[src/rtl/video_timing_rx.sv]
// Video timing receiver: measures active width/height from DE/VS, tracks format
// lock over consecutive good frames, and captures one probe pixel per frame.
module video_timing_rx #(
  parameter int unsigned X_BITS      = 13,
  parameter int unsigned Y_BITS      = 13,
  parameter logic [11:0] H_ACT       = 12'd1920,
  parameter logic [11:0] V_ACT       = 12'd1080,
  parameter int unsigned LOCK_FRAMES = 2
) (
  input  logic              pix_clk,
  input  logic              rstn,
  input  logic              vs_in,
  input  logic              hs_in,
  input  logic              de_in,
  input  logic [15:0]       rgb_in,
  input  logic [X_BITS-1:0] probe_x,
  input  logic [Y_BITS-1:0] probe_y,
  output logic [X_BITS-1:0] act_x,
  output logic [Y_BITS-1:0] act_y,
  output logic              pix_valid,
  output logic [15:0]       pix_data,
  output logic [X_BITS-1:0] h_meas,
  output logic [Y_BITS-1:0] v_meas,
  output logic [15:0]       probe_data,
  output logic              probe_valid,
  output logic              frame_done,
  output logic              locked,
  output logic              fmt_err
);

  typedef enum logic [1:0] {
    UNLOCKED = 2'd0,
    SEARCH   = 2'd1,
    LOCKED   = 2'd2
  } state_t;

  localparam logic [X_BITS-1:0] H_ACT_X = X_BITS'(H_ACT);
  localparam logic [Y_BITS-1:0] V_ACT_Y = Y_BITS'(V_ACT);
  localparam logic [7:0]        LOCK_N  = 8'(LOCK_FRAMES);

  state_t            r_state, w_stateNext;
  logic [7:0]        r_goodCnt, w_goodNext;
  logic              w_fmtErrNext;

  logic              r_vsPrev, r_hsPrev, r_dePrev;
  logic              w_vsRise, w_deFall, w_hsRise, w_hsFall, w_unusedHsEdges;

  logic [X_BITS-1:0] r_colCnt, r_firstW, r_probeX, w_colInc;
  logic [Y_BITS-1:0] r_rowCnt, r_probeY, w_rowInc, w_rowFinal;
  logic              r_lineErr, r_widthBad, r_skipLine, r_armed;
  logic              w_lineDone, w_lineMismatch, w_widthMismatch;
  logic              w_good, w_eval, w_overflow, w_probeHit;

  assign w_vsRise        = vs_in & ~r_vsPrev;
  assign w_deFall        = ~de_in & r_dePrev;
  assign w_hsRise        = hs_in & ~r_hsPrev;
  assign w_hsFall        = ~hs_in & r_hsPrev;
  assign w_unusedHsEdges = w_hsRise | w_hsFall;

  // A line cut short by VS is flagged in r_skipLine and never measured.
  assign w_lineDone      = w_deFall & ~r_skipLine;
  assign w_colInc        = (&r_colCnt) ? r_colCnt : r_colCnt + X_BITS'(1);
  assign w_rowInc        = (&r_rowCnt) ? r_rowCnt : r_rowCnt + Y_BITS'(1);
  assign w_rowFinal      = w_lineDone ? w_rowInc : r_rowCnt;
  assign w_lineMismatch  = w_lineDone & (r_rowCnt != '0) & (r_colCnt != r_firstW);
  assign w_widthMismatch = w_lineDone & (r_colCnt != H_ACT_X);
  assign w_good          = (w_rowFinal == V_ACT_Y) & ~(r_lineErr | w_lineMismatch)
                         & ~(r_widthBad | w_widthMismatch);
  assign w_eval          = w_vsRise & r_armed;
  assign w_overflow      = (r_state == LOCKED) & de_in & ~r_skipLine & ~w_vsRise
                         & (r_colCnt == H_ACT_X);
  assign w_probeHit      = r_armed & de_in & ~r_skipLine & ~w_vsRise
                         & (r_colCnt == r_probeX) & (r_rowCnt == r_probeY)
                         & (r_probeX < H_ACT_X) & (r_probeY < V_ACT_Y);

  assign locked = (r_state == LOCKED);

  always_ff @(posedge pix_clk or negedge rstn) begin
    if (!rstn) begin
      r_vsPrev <= 1'b0;
      r_hsPrev <= 1'b0;
      r_dePrev <= 1'b0;
    end else begin
      r_vsPrev <= vs_in;
      r_hsPrev <= hs_in;
      r_dePrev <= de_in;
    end
  end

  // A line ending on the VS edge is folded into the frame before v_meas latches.
  always_ff @(posedge pix_clk or negedge rstn) begin
    if (!rstn) begin
      r_colCnt   <= '0;
      r_rowCnt   <= '0;
      r_firstW   <= '0;
      r_probeX   <= '0;
      r_probeY   <= '0;
      r_lineErr  <= 1'b0;
      r_widthBad <= 1'b0;
      r_skipLine <= 1'b0;
      r_armed    <= 1'b0;
      h_meas     <= '0;
      v_meas     <= '0;
    end else if (w_vsRise) begin
      if (w_lineDone) h_meas <= r_colCnt;
      v_meas     <= w_rowFinal;
      r_colCnt   <= '0;
      r_rowCnt   <= '0;
      r_firstW   <= '0;
      r_lineErr  <= 1'b0;
      r_widthBad <= 1'b0;
      r_skipLine <= de_in;
      r_armed    <= 1'b1;
      r_probeX   <= probe_x;
      r_probeY   <= probe_y;
    end else if (w_lineDone) begin
      h_meas   <= r_colCnt;
      r_rowCnt <= w_rowInc;
      r_colCnt <= '0;
      if (r_rowCnt == '0) r_firstW <= r_colCnt;
      if (w_lineMismatch) r_lineErr <= 1'b1;
      if (w_widthMismatch) r_widthBad <= 1'b1;
    end else if (w_deFall) begin
      r_skipLine <= 1'b0;
      r_colCnt   <= '0;
    end else if (de_in && !r_skipLine) begin
      r_colCnt <= w_colInc;
    end
  end

  always_ff @(posedge pix_clk or negedge rstn) begin
    if (!rstn) begin
      pix_valid   <= 1'b0;
      pix_data    <= '0;
      act_x       <= '0;
      act_y       <= '0;
      probe_valid <= 1'b0;
      probe_data  <= '0;
      frame_done  <= 1'b0;
      fmt_err     <= 1'b0;
    end else begin
      pix_valid   <= de_in;
      pix_data    <= rgb_in;
      if (de_in) begin
        act_x <= r_colCnt;
        act_y <= r_rowCnt;
      end
      probe_valid <= w_probeHit;
      if (w_probeHit) probe_data <= rgb_in;
      frame_done  <= w_vsRise;
      fmt_err     <= w_fmtErrNext;
    end
  end

  always_ff @(posedge pix_clk or negedge rstn) begin
    if (!rstn) begin
      r_state   <= UNLOCKED;
      r_goodCnt <= '0;
    end else begin
      r_state   <= w_stateNext;
      r_goodCnt <= w_goodNext;
    end
  end

  // Frames are judged only at VS edges; an overlong line while locked drops lock at once.
  always_comb begin
    w_stateNext  = r_state;
    w_goodNext   = r_goodCnt;
    w_fmtErrNext = 1'b0;
    if (w_eval) begin
      unique case (r_state)
        UNLOCKED: begin
          if (w_good) begin
            w_goodNext  = 8'd1;
            w_stateNext = (LOCK_N <= 8'd1) ? LOCKED : SEARCH;
          end
        end
        SEARCH: begin
          if (w_good) begin
            w_goodNext = r_goodCnt + 8'd1;
            if (w_goodNext >= LOCK_N) w_stateNext = LOCKED;
          end else begin
            w_goodNext  = '0;
            w_stateNext = UNLOCKED;
          end
        end
        LOCKED: begin
          if (!w_good) begin
            w_goodNext   = '0;
            w_stateNext  = UNLOCKED;
            w_fmtErrNext = 1'b1;
          end
        end
        default: begin
          w_goodNext  = '0;
          w_stateNext = UNLOCKED;
        end
      endcase
    end else if (w_overflow) begin
      w_goodNext   = '0;
      w_stateNext  = UNLOCKED;
      w_fmtErrNext = 1'b1;
    end
  end

endmodule
[config.mk]
export PLATFORM = sky130hd
export DESIGN_NAME = video_timing_rx
export DESIGN_NICKNAME = d
export VERILOG_FILES = /design/src/rtl/video_timing_rx.sv
export SDC_FILE = /design/constraint.sdc
export NUM_CORES = 1
export LEC_CHECK = 0
export ABC_AREA = 0
export CAP_MARGIN = 40
export CORE_MARGIN = 3
export CORE_UTILIZATION = 34
export DETAILED_ROUTE_END_ITERATION = 6
export GPL_TIMING_DRIVEN = 0
export PLACE_DENSITY_LB_ADDON = 0.15
export RECOVER_POWER = 50
export SLEW_MARGIN = 25
export SYNTH_ARGS = -nofsm -noshare
export SYNTH_HDL_FRONTEND = slang
export SYNTH_SLANG_ARGS = --single-unit
[constraint.sdc]
create_clock -name pix_clk -period 3.5 [get_ports pix_clk]
set_clock_uncertainty 0.05 [all_clocks]
set_input_delay 0.525 -clock pix_clk [delete_from_list [all_inputs] [get_ports pix_clk]]
set_output_delay 0.525 -clock pix_clk [all_outputs]
set_load 0.01 [all_outputs]
---- Word level (Yosys, flattened, before mapping) ----
Cells that the tools add are included.
operators by class
  add/subtract/negate cells ............... 3
  order comparisons ....................... 3
  equal/unequal tests ..................... 13
  muxes and demuxes ....................... 37
  bitwise operators ....................... 28
  reduce and logical (&&, ||, !) cells .... 21
operators with widths
  cell                                                               number
  two-way mux 13 bit                                                 11
  two-way mux 8 bit                                                  5
  adder 13 x 1 -> 13 bit, second input constant                      2
  == test 13 x 11 -> 1 bit, second input constant                    2
  == test 13 bit                                                     2
  < comparator 13 x 11 -> 1 bit, second input constant               2
  AND reduction 13 bit                                               2
  one-hot mux 8 bit (3 select lines)                                 1
  bitwise AND 1 bit                                                  20
  logical NOT 13 bit                                                 1
  two-way mux 1 bit                                                  13
  != test 13 x 11 -> 1 bit, second input constant                    1
  != test 13 bit                                                     1
  nonzero test 13 bit                                                1
  two-way mux 2 bit                                                  6
  nonzero test 2 bit                                                 6
  AND reduction 2 bit                                                5
  adder 8 x 1 -> 8 bit, second input constant                        1
  greater-or-equal comparator 8 x 2 -> 1 bit, second input constant  1
  != test 4 bit, second input constant                               2
  != test 3 bit, second input constant                               2
  inverter 1 bit                                                     6
  one-hot mux 2 bit (3 select lines)                                 1
  AND reduction 4 bit                                                1
  other kinds (9)                                                    10
storage, ports and cells
  flip-flop bits (word level) ............. 168
  input bits .............................. 47
  output and inout bits ................... 89
  word-level logic and storage cells ...... 127

---- Longest topological paths before layout ----
Gate-level depths: netlist (run 1).
  word-level depth ........................ 12
  depth in mapped cells ................... 11
  gate-level depth less buffers ........... 10

---- Least setup slack after synthesis (run 1) ----
Ideal clock, no wire load.
  kind .................................... input to register
  start point ............................. input port de_in
  end point ............................... register r_goodCnt[2]
  data arrival time ....................... 2660 ps
  data required time ...................... 3332 ps
  path slack .............................. 672 ps
  cell stages on the path ................. 8
  buffers on the path ..................... 0
  path through ............................ or3b_1 or4_4 mux2i_1 o221ai_1 nor4_4 a21oi_1 a2bb2oi_2 a21o_1
between the ends
  longest elaborated chain between the ends .. 12
RTL lines
  element                                                      line  source
  start, declared                                              14    input logic de_in,
  branches (longest 12 deep; another with two-way mux 13 bit)  --
  end signal, assigned                                         161   r_goodCnt <= w_goodNext;
  end, declared                                                42    logic [7:0] r_goodCnt, w_goodNext;
Several ways; the timed one is not identified.
A chain may end at the register's enable or synchronous reset.

---- Final worst setup path (run 1) ----
  start point ............................. input port de_in
  end point ............................... register r_goodCnt[5]
Same word-level chain as after synthesis.

==> summary.txt, run 1 <==
Clock tree
  • Clock transition at the registers of the reported paths: roughly 0.060 ns
  • CTS Buf Count: 17
  • CTS max path bufs: 2
  • CTS H-tree lvls: 4
  • Worst skew pair latency: between 0.4 and 0.5 ns
  • Hold_buf cts: 0
  • CTS Root Cell: clkbuf_16
  • Clk sinks: 168
  • CTS tree: done

Pwr
  • Lkg Pwr: 4.47 nW
  • VDD IR max: around 310 µV
  • P per Cell Area: 449 nW/µm²
  • Pwr Total: 4.33 mW

Hold path
  • Hold Path Sink: h_meas[3]$_DFFE_PN0N_
  • Hold path depth: 2
  • Worst Hold Class: reg -> reg
  • HP Start: h_meas[3]$_DFFE_PN0N_

Yosys
  • Share of the yosys chip area belonging to registers: 57.2%
  • Number of synthesized flops with an enable pin: 0
  • Post-Syn Area: 7350 µm²
  • Synth Flop Type: dfrtp_1
  • Syn nets: about 750
  • Unique masters post-synth: 49
  • Syn Inst Count: 694
  • Yosys reg bits: around 170
  • Post-synthesis async set-or-reset flop share: between 90% and 100%
  • Syn Area/Cell: 10.6 µm²
  • Synth warn: 0

Layout
  • Antenna Cells: 0
  • Area Overhead vs Synth: 31.0%
  • Final net count: 902
  • Share of post-route cells with drive strength above 1: 10.2%
  • Flip-flop and latch area: roughly 4200 µm²
  • Fillers: 1996
  • Core Util, Final: 45.5%
  • Multi-input logic area: around 2900 µm²

Timing
  • Worst Slack Setup Final: 0.250 ns
  • Slew HR: -33.3%
  • Slew at the pin closest to its max-slew limit: 2.00 ns
  • Slew Viols, Final: 78
  • Final setup violation count: 0
  • Hold Vio Cnt, Final: 0
  • Minimum clock period: 3.25 ns
  • Crit share post-route: about 93%
  • RSZ-0062 raised after global routing: no
  • FMAX: between 300 and 400 MHz
  • Min Hold Slack: between 0.4 and 0.5 ns

Status
  • Status: finished, violations left
  • Failing checks: capacitance limit, slew limit

Worst setup path
  • Worst Path Max Fanout: 7
  • FF-to-FF End: probe_data[12]$_DFFE_PN0P_
  • Worst EP required: 3.76 ns
  • Worst R2R Path Depth: 8
  • Worst setup EP type: flip-flop
  • Worst setup SP type: input pin
  • Worst r2r src: r_colCnt[4]$_DFFE_PN0P_
  • Critical path arrival: 3.51 ns
  • Worst Path Class, Setup: in -> reg
  • FF-to-FF setup slack: approximately 0.39 ns

Placed design
  • Pre-CTS setup slack: -0.363 ns
  • DP HPWL: 13.5 mm
  • Routability cong.: 0.834
  • IO Port Bufs: ~130

GRT
  • First-pass GRT wire length: 31.4 mm
  • Largest net degree at the start of global routing: 92
  • Total GRT Usage: 16.6%
  • Initial antenna violation count: 0
  • Number of global-route vias before repair: 5892
  • Grt total ovfl: 0

Floorplan
  • Core Rows: 53
  • Initial core utilization: 34.7%
  • Die height: 153 µm
  • Core ar.: ~21000 µm²
  • # IOs: ~140
  • Die width: 153 µm
  • Area of the die: between 20000 and 25000 µm²

Routing
  • Post-DR vias/cell: 4.83
  • DRT antenna net count: 0
  • Via count: 5485
  • Drt initial violations: 399
  • DRC Markers: 0
  • DRT Wirelength: 18.8 mm
  • Drt first pass iters: 4
  • WL per Instance: ~17 µm

Job
  • Maxcap violations: 1
[synthesized netlist by cell type, types with 2 or more instances]
cell type  count  area, µm²
a21o_1         5       37.5
clkbuf_1      29        109
nand2_1      144        541
o2111ai_1      2       17.5
xor2_1        23        201
o22ai_1        2       12.5
xnor2_1       34        298
nand3_1       20        100
buf_2          6       30.0
and2_1         3       18.8
nor3_1         7       35.0
o2bb2ai_1      3       26.3
a31oi_1        2       12.5
and3_1         6       37.5
mux2_2        42        473
nor2_1        52        195
nand2b_1      10       62.6
o21ai_0       24        120
or2_2          2       12.5
dfrtp_1      168       4200
ha_1           6       75.1
inv_1         13       48.8
nor4_1        12       75.1
a21oi_1       13       65.1
nand4_1       16        100
or3_1          2       12.5
nor4b_1        3       26.3
buf_1          8       30.0
mux2i_1       17        170
[sequential cells by signal, summed over array words and instances (netlist names), 2 cells and up]
name	flops
r_colCnt	13
r_state	2
pix_data	16
v_meas	13
r_probeX	13
h_meas	13
r_firstW	13
r_rowCnt	13
act_x	13
probe_data	16
r_probeY	13
r_goodCnt	8
act_y	13
[cell families after synthesis]
logic type	after synthesis	share of synthesized area, %
AND/OR/NAND/NOR	285	17.9
buffers and inverters	57	3.07
adder cells (fa/ha/maj)	6	1.02
AO/OA/AOI/OAI	62	5.28
multiplexers	59	8.75
XOR/XNOR	57	6.79
flip-flops	168	57.2
[cell usage in the layout (no fill, tap or decap), types with 2 or more instances in the layout]
cell type,Yosys,layout
inv_1,13,13
or3_1,2,2
xor2_1,23,23
nor3_1,7,7
bufinv_16,0,2
o2bb2ai_1,3,3
and2_1,3,3
clkinvlp_4,0,4
buf_1,8,6
nor4_1,12,11
a21o_1,5,5
nand2b_1,10,10
a21oi_1,13,13
clkbuf_1,29,35
nand2_1,144,144
clkdlybuf4s50_1,0,101
and3_1,6,6
xnor2_1,34,34
o22ai_1,2,2
dlygate4sd3_1,0,32
nand4_1,16,16
or2_2,2,2
nor2_1,52,52
o21ai_0,24,24
mux2i_1,17,17
a31oi_1,2,2
buf_4,1,3
buf_2,6,6
o2111ai_1,2,2
nor4b_1,3,3
nand3_1,20,20
clkinv_2,0,2
ha_1,6,6
mux2_2,42,42
dfrtp_1,168,168
clkbuf_16,0,17
clkbuf_2,0,2
[repair_timing]
action                     CTS  global route
setup endpoints to repair    0            17
buffers inserted             0             2
resized for setup            0             2
[layer usage]
layer | part of all wire, % | wire, µm | vias up | GRT usage, %
li1 | - | - | 2629 | -
met1 | 44 | 8340 | 2661 | 21.6
met2 | 46 | 8670 | 165 | 25.8
met3 | 7.6 | 1430 | 30 | 6.37
met4 | 1.9 | 355 | 0 | 5.22
met5 | 0 | 0 | - | 0
[power by group]
group / total [mW] / switching [mW] / internal, mW / leakage [nW]
clock network: 1.78 / 0.735 / 1.04 / 0.253
logic: 0.449 / 0.241 / 0.208 / 1.97
registers: 2.10 / 0.0706 / 2.03 / 2.25
[how the worst max path moves through the flow]
| stage | slack (ns) | cells past startpoint | start | endpoint |
|---|---|---|---|---|
| floorplan | 0.67 | 8 | de_in | r_goodCnt[2]$_DFFE_PN0P_ |
| CTS | 0.07 | 9 | de_in | r_goodCnt[6]$_DFFE_PN0P_ |
| global placement | -4.98 | 1 | rstn | probe_data[6]$_DFFE_PN0P_ |
| finish | 0.25 | 10 | de_in | r_goodCnt[5]$_DFFE_PN0P_ |
| global route | 0.06 | 10 | de_in | r_goodCnt[3]$_DFFE_PN0P_ |
| detailed placement | -0.36 | 9 | de_in | r_goodCnt[6]$_DFFE_PN0P_ |
[per-stage QoR]
step | TNS (ns) | instances | instance area, µm²
global placement | -837.52 | 1103 | 9030
finish | 0 | 1136 | 9630
detailed placement | -2.77 | 1104 | 9070
CTS | 0 | 1135 | 9620
floorplan | 0 | 694 | 7350
global route | 0 | 1136 | 9630
[final cells by class]
type / instances / share of cell area, %
Clock inverter: 8 / 1.04
Buffer: 43 / 1.81
Timing Repair Buffer: 137 / 14.3
Clock buffer: 23 / 4.65
Tap cell: 275 / 3.57
Inverter: 13 / 0.507
Sequential cell: 168 / 43.7
Multi-Input combinational cell: 469 / 30.4
[worst max-delay path: stages]
cell and delay [ns]:
clkdlybuf4s50_1 0.54, or3b_1 0.53, nor3_1 0.25, mux2i_1 0.39, nand4_1 0.21, nor4_4 0.37, buf_4 0.19, a21oi_1 0.07
a2bb2oi_2 0.21, a21o_1 0.20
No activity file was read; power rests on OpenSTA's default activity.
==> run 2: changes to the inputs <==
--- a/config.mk
+++ b/config.mk
@@ -13,7 +13,6 @@
 export GPL_TIMING_DRIVEN = 0
 export PLACE_DENSITY_LB_ADDON = 0.15
 export RECOVER_POWER = 50
-export SLEW_MARGIN = 25
 export SYNTH_ARGS = -nofsm -noshare
 export SYNTH_HDL_FRONTEND = slang
 export SYNTH_SLANG_ARGS = --single-unit
==> constraint.sdc (replaced) <==
create_clock -name pix_clk -period 3.4 [get_ports pix_clk]
set_clock_uncertainty 0.05 [all_clocks]
set_input_delay 0.51 -clock pix_clk [delete_from_list [all_inputs] [get_ports pix_clk]]
set_output_delay 0.51 -clock pix_clk [all_outputs]
set_load 0.01 [all_outputs]
==> run 2 against run 1 <==
The flow still finishes with violations (capacitance limit, slew limit). Core utilization increased by 0.39 points. Global-route usage up 0.18 points. Final cell count about the same. Non-clock buffer count unchanged. Cell area grew 0.86%. Via count increased by 2.6%. Sequential cell count unchanged. Clock power grew 17%. Sequential power up 3%. First-iteration DRC count increased by 30%. Register-to-register slack worse by 0.16 ns. Critical path depth unchanged.
==> summary.txt, run 2 (synthesis gave the netlist of run 1 again) <==
Status
  • Status: finished, violations left
  • Failing checks: capacitance limit, slew limit

Worst setup path
  • Worst R2R Path Depth: 10 (+2)
  • Worst EP required: 3.72 ns (-0.04 ns)
  • CP Cell Sequence: clkdlybuf4s50_1 > or3b_1 > or4_4 > mux2i_1 > o221ai_1 > nor4_4 > buf_4 > nand4_2 > a21oi_1 > a21o_1
  • Critical path arrival: 3.52 ns (about the same)
  • Worst Path Max Fanout: 8 (+1)
  • CP peak stage delay: 0.53 ns (about the same)
  • CP Launch Point: de_in
  • Worst setup SP type: input pin
  • Worst r2r src: r_rowCnt[0]$_DFF_PN0_
  • Worst Path Class, Setup: in -> reg
  • Slowest cell on the critical path: clkdlybuf4s50_1
  • Worst setup EP type: flip-flop

Timing
  • Final setup violation count: 0 (unchanged)
  • FMAX: 313 MHz
  • Minimum clock period: 3.20 ns
  • Slew Viols, Final: 78 (unchanged)
  • Slew HR: -34.6% (-1.3 points)
  • Crit share post-route: 94.1%
  • Hold Vio Cnt, Final: 0 (unchanged)
  • Min Hold Slack: 0.430 ns (+0.00680 ns)
  • Slew at the pin closest to its max-slew limit: 2.02 ns (+0.0193 ns)
  • RSZ-0062 raised after global routing: no

Hold path
  • Worst Hold Class: reg -> reg
  • HP Start: r_probeY[12]$_DFFE_PN0P_
  • Hold path depth: 2 (unchanged)

Layout
  • Fillers: 1981 (-0.75%)
  • Biggest regs: pix_data x16, probe_data x16
  • Non-filler cells, final: 1135 (-0.088%)
  • Most frequent cells in the layout: dfrtp_1, nand2_1, clkdlybuf4s50_1, nor2_1, mux2_2
  • Antenna Cells: 0 (unchanged)
  • Area Overhead vs Synth: 32.2%
  • Commonest non-fill, non-tap cell in the layout: dfrtp_1
  • Final net count: 902 (unchanged)
  • Share of post-route cells with drive strength above 1: 10.6% (+0.36 points)

Placed design
  • DP HPWL: 13.6 mm (+0.74%)
  • IO Port Bufs: 134 (unchanged)
  • Routability cong.: 0.834 (unchanged)
  • Cell count after placement: 1105 (+0.091%)

Clock tree
  • Clock transition at the registers of the reported paths: 0.06 ns (about the same)
  • CTS Root Cell: clkbuf_16
  • CTS max path bufs: 2 (unchanged)
  • Clk sinks: 168 (unchanged)
  • CTS H-tree lvls: 4 (unchanged)
  • CTS Buf Count: 17 (unchanged)
  • Worst skew pair latency: 0.42 ns (about the same)
  • CTS tree: done

GRT
  • Largest net degree at the start of global routing: 92 (unchanged)
  • Number of global-route vias before repair: 5953 (+1.0%)
  • Grt total ovfl: 0 (unchanged)
  • Initial antenna violation count: 0 (unchanged)
  • Total GRT Usage: 16.8% (+0.18 points)
  • First-pass GRT wire length: 31.7 mm (+0.99%)

Routing
  • Via count: 5628 (+2.6%)
  • DRC Markers: 0 (unchanged)
  • Drt initial violations: 517 (+30%)
  • WL per Instance: 16.8 µm (+1.5%)
  • Post-DR vias/cell: 4.96 (+2.7%)
  • DRT antenna net count: 0 (unchanged)
  • DRT Wirelength: 19.1 mm (+1.5%)
  • Drt first pass iters: 5 (+1)

Floorplan
  • # IOs: 136 (unchanged)
  • Initial core utilization: 34.7% (unchanged)
  • Area of the die: 23400 µm² (unchanged)
  • Die height: 153 µm (unchanged)
  • Core ar.: 21200 µm² (unchanged)
  • Core Rows: 53 (unchanged)
  • Die width: 153 µm (unchanged)

Pwr
  • Lkg Pwr: 4.52 nW (+1.1%)
  • P per Cell Area: 485 nW/µm² (+7.9%)
  • VDD IR max: 347 µV (+10%)

Job
  • Maxcap violations: 1 (unchanged)
-- run 2: final timing paths --
| path | to | slack (ns) |
|---|---|---|
| max in group asynchronous | pix_data[10]$_DFF_PN0_ | 1.48 |
| min reg2reg | r_probeY[12]$_DFFE_PN0P_ | 0.43 |
| min in group asynchronous | v_meas[6]$_DFFE_PN0P_ | 0.58 |
| max | r_goodCnt[3]$_DFFE_PN0P_ | 0.20 |
| min | r_probeY[12]$_DFFE_PN0P_ | 0.43 |
| max reg2reg | r_goodCnt[6]$_DFFE_PN0P_ | 0.23 |
-- run 2: through the flow --
stage / TNS, ns / setup WS (ns) / instance area, µm² / power, mW / util, %
after global placement: -852.69 / -5.07 / 9030 / 2.66 / 42.7
after CTS: 0 / 0.0450 / 9700 / 4.77 / 45.8
final: 0 / 0.201 / 9710 / 4.71 / 45.9
after global routing: 0 / 0.0584 / 9710 / 4.92 / 45.9
after detailed placement: -4.01 / -0.474 / 9070 / 2.68 / 42.9
after floorplan: 0 / 0.587 / 7350 / 2.42 / -
-- run 2: layout make-up --
type | count | area [µm²] | area share (%)
Inverter | 13 | 48.8 | 0.503
Buffer | 42 | 171 | 1.77
Clock inverter | 8 | 171 | 1.77
Multi-Input combinational cell | 469 | 2930 | 30.2
Timing Repair Buffer | 138 | 1380 | 14.3
Tap cell | 275 | 344 | 3.54
Sequential cell | 168 | 4200 | 43.3
Clock buffer | 22 | 454 | 4.68
-- run 2: report_power, final --
| part | internal [mW] | switching [mW] |
|---|---|---|
| clock | 1.32 | 0.764 |
| sequential | 2.09 | 0.0745 |
| combinational | 0.216 | 0.250 |
-- run 2: worst max-delay path, delay by kind of cell --
family,cells,cell delay [ns]
buf+inv,2,0.73
compound gates,3,0.50
simple gates,4,1.60
mux,1,0.18
-- run 2: per-layer routing --
layer / global-route usage (%) / vias to the layer above / wire [µm]
met3: 6.40 / 37 / 1610
met1: 21.8 / 2747 / 8370
met5: 0 / - / 0
li1: - / 2634 / -
met4: 4.37 / 0 / 298
met2: 26.6 / 210 / 8780
-- run 2: what timing repair did --
| item | CTS | global route |
|---|---|---|
| setup endpoints to repair | 1 | 17 |
| pin swaps | 1 | 1 |
| resized for setup | 0 | 5 |
| buffers inserted | 0 | 2 |
| hold endpoints to repair | 0 | 0 |
| hold buffers | 0 | 0 |
==> run 3: changes to the inputs <==
--- a/config.mk
+++ b/config.mk
@@ -8,11 +8,12 @@
 export ABC_AREA = 0
 export CAP_MARGIN = 40
 export CORE_MARGIN = 3
-export CORE_UTILIZATION = 34
+export CORE_UTILIZATION = 40
 export DETAILED_ROUTE_END_ITERATION = 6
 export GPL_TIMING_DRIVEN = 0
 export PLACE_DENSITY_LB_ADDON = 0.15
 export RECOVER_POWER = 50
+export SLEW_MARGIN = 20
 export SYNTH_ARGS = -nofsm -noshare
 export SYNTH_HDL_FRONTEND = slang
 export SYNTH_SLANG_ARGS = --single-unit
==> run 3 against run 2 <==
The run still ends with capacitance limit, slew limit left. Sequential cell count unchanged. Largest power group unchanged. Wire length decreased by 2.9%. Sequential power about the same. Core utilization increased by 8.2 points. Register-to-register slack got worse by 0.08 ns. Highest routed layer unchanged. Total power decreased by 5.3%. Worst hold slack got worse by 0.0018 ns. Worst setup slack got worse by 0.055 ns.
==> summary.txt, run 3 (synthesis gave the netlist of run 1 again) <==
Worst setup path
  • CP peak stage delay: 0.52 ns (about the same)
  • Worst Path Class, Setup: reg -> reg
  • Worst setup SP type: flip-flop
  • Most used cell, CP: clkbuf_1
  • CP Cell Sequence: clkbuf_1 > xnor2_1 > nand3_1 > a2111oi_0 > and3_1 > clkbuf_1 > buf_1 > mux2_2
  • Worst r2r src: r_colCnt[8]$_DFFE_PN0P_
  • Slowest cell on the critical path: a2111oi_0
  • Worst EP required: 3.67 ns (-0.05 ns)
  • FF-to-FF setup slack: 0.15 ns (-0.08 ns)
  • Worst path depth: 8 (-2)
  • Critical path's top delay family: buffers and inverters
  • Worst R2R Path Depth: 8 (-2)
  • Worst Path Max Fanout: 10 (+2)
  • Worst setup EP type: flip-flop
  • Critical path buffer and inverter count: 3 (+1)
  • FF-to-FF End: probe_data[10]$_DFFE_PN0P_
  • Critical path arrival: 3.52 ns (about the same)

Clock tree
  • CTS H-tree lvls: 4 (unchanged)
  • CTS Buf Count: 17 (unchanged)
  • CTS max path bufs: 2 (unchanged)
  • CTS Root Cell: clkbuf_16
  • CTS tree: done
  • Worst skew pair latency: 0.43 ns (about the same)
  • Clk sinks: 168 (unchanged)
  • Hold_buf cts: 0 (unchanged)
  • Clock transition at the registers of the reported paths: 0.06 ns (about the same)

GRT
  • Total GRT Usage: 19.3% (+2.5 points)
  • Initial antenna violation count: 0 (unchanged)
  • First-pass GRT wire length: 30.6 mm (-3.3%)
  • Number of global-route vias before repair: 5852 (-1.7%)
  • Grt total ovfl: 0 (unchanged)
  • Largest net degree at the start of global routing: 98 (+6.5%)

Layout
  • Fin area: 9560 µm² (-1.6%)
  • Most frequent cells in the layout: dfrtp_1, nand2_1, clkdlybuf4s50_1, nor2_1, mux2_2
  • Flip-flop and latch area: 4200 µm² (unchanged)
  • Multi-input logic area: 2930 µm² (-0.13%)
  • Fillers: 1556 (-21%)
  • Final net count: 903 (+0.11%)
  • Antenna Cells: 0 (unchanged)
  • Area Overhead vs Synth: 30.1%
  • Commonest non-fill, non-tap cell in the layout: dfrtp_1
  • Core Util, Final: 54.1% (+8.2 points)
  • Share of post-route cells with drive strength above 1: 10.8% (+0.19 points)
  • Biggest regs: pix_data x16, probe_data x16

Hold path
  • Hold path depth: 2 (unchanged)
  • Worst Hold Class: reg -> reg
  • HP Start: r_probeY[12]$_DFFE_PN0P_
  • Hold Path Sink: r_probeY[12]$_DFFE_PN0P_

Routing
  • DRT antenna net count: 0 (unchanged)
  • DRT Wirelength: 18.5 mm (-2.9%)
  • Drt initial violations: 380 (-26%)
  • Drt first pass iters: 5 (unchanged)
  • WL per Instance: 17.0 µm (+1.3%)
  • Post-DR vias/cell: 5.15 (+3.9%)
  • Via count: 5606 (-0.39%)
  • DRC Markers: 0 (unchanged)

Pwr
  • Lkg Pwr: 4.48 nW (-0.97%)
  • VDD IR max: 356 µV (+2.6%)
  • P per Cell Area: 467 nW/µm² (-3.7%)
  • Pwr Total: 4.46 mW (-5.3%)

Floorplan
  • # IOs: 136 (unchanged)
  • Area of the die: 20000 µm² (-14%)
  • Core Rows: 48 (-9.4%)
  • Core ar.: 17700 µm² (-17%)
  • Die width: 142 µm (-7.5%)
  • Initial core utilization: 41.6% (+6.9 points)
  • Die height: 142 µm (-7.5%)

Timing
  • Final setup violation count: 0 (unchanged)
  • Slew Viols, Final: 73 (-6.4%)
  • Setup TNS: 0 ns (unchanged)
  • FMAX: 307 MHz (-1.7%)
  • Crit share post-route: 95.7% (+1.6 points)
  • Slew HR: -14.1% (+20 points)
  • Minimum clock period: 3.25 ns (+0.0546 ns)
  • Slew at the pin closest to its max-slew limit: 1.71 ns (-0.307 ns)
  • Hold Vio Cnt, Final: 0 (unchanged)

Placed design
  • DP HPWL: 13.2 mm (-3.3%)
  • IO Port Bufs: 134 (unchanged)
  • Routability cong.: 0.812 (-2.7%)
  • Post-place instance area: 9010 µm² (-0.69%)

Status
  • Status: finished, violations left
  • Failing checks: capacitance limit, slew limit

Job
  • Maxcap violations: 1 (unchanged)
==> run 3: cell count changes in the layout (fill, tap and decap cells not counted), moves of 2 or more <==
cell	delta
clkinvlp_4	+3
clkbuf_2	-2
bufinv_16	-4
clkinv_2	+3
inv_6	+2
==> run 3: how the worst max path moves through the flow <==
stage,startpoint,end,slack (ns)
final,r_colCnt[8]$_DFFE_PN0P_,probe_data[10]$_DFFE_PN0P_,0.15
after global routing,r_rowCnt[1]$_DFF_PN0_,r_goodCnt[6]$_DFFE_PN0P_,-0.05
after CTS,de_in,r_goodCnt[6]$_DFFE_PN0P_,0.04
after detailed placement,de_in,r_goodCnt[6]$_DFFE_PN0P_,-0.41
after global placement,rstn,v_meas[5]$_DFFE_PN0P_,-4.94
after floorplan,de_in,r_goodCnt[2]$_DFFE_PN0P_,0.59
==> run 3: cell type report <==
class | instances | area share (%)
buffer | 43 | 1.81
clock buffer | 21 | 4.82
clock inverter | 11 | 1.02
inverter | 13 | 0.511
multi-input combinational | 469 | 30.6
sequential | 168 | 44.0
tap | 225 | 2.95
timing repair buffer | 138 | 14.3
==> run 3: repair_timing <==
item	4_1_cts	5_1_grt
setup endpoints to repair	0	17
setup buffers	0	2
resized for setup	0	2
==> run 3: power breakdown <==
group / total (mW) / leakage [nW] / internal (mW) / switching, mW
clock network: 1.84 / 0.266 / 1.04 / 0.794
logic: 0.461 / 1.96 / 0.211 / 0.250
registers: 2.16 / 2.25 / 2.09 / 0.0728
total: 4.46 / 4.48 / 3.34 / 1.12
==> run 3: worst reg2reg max path: stages, from the launching register on <==
cell       delay, ns
dfrtp_1         0.32
clkbuf_1        0.43
xnor2_1         0.22
nand3_1         0.10
a2111oi_0       0.52
and3_1          0.23
clkbuf_1        0.39
buf_1           0.48
mux2_2          0.41
==> run 3: per-layer routing <==
layer  track usage [%]  part of all wire, %
met1              24.4                   42
met2              31.8                   48
met3              6.20                  8.4
met4              6.06                  1.3
met5                 0                    0
==> run 3: metrics by stage <==
stage          hold slack (ns)  setup WS, ns  instances
2_1_floorplan            0.164         0.587        694
3_3_place_gp             0.414         -4.94       1053
3_5_place_dp             0.414        -0.413       1055
4_1_cts                0.00415        0.0412       1087
5_1_grt                  0.449       -0.0528       1088
6_report                 0.428         0.146       1088
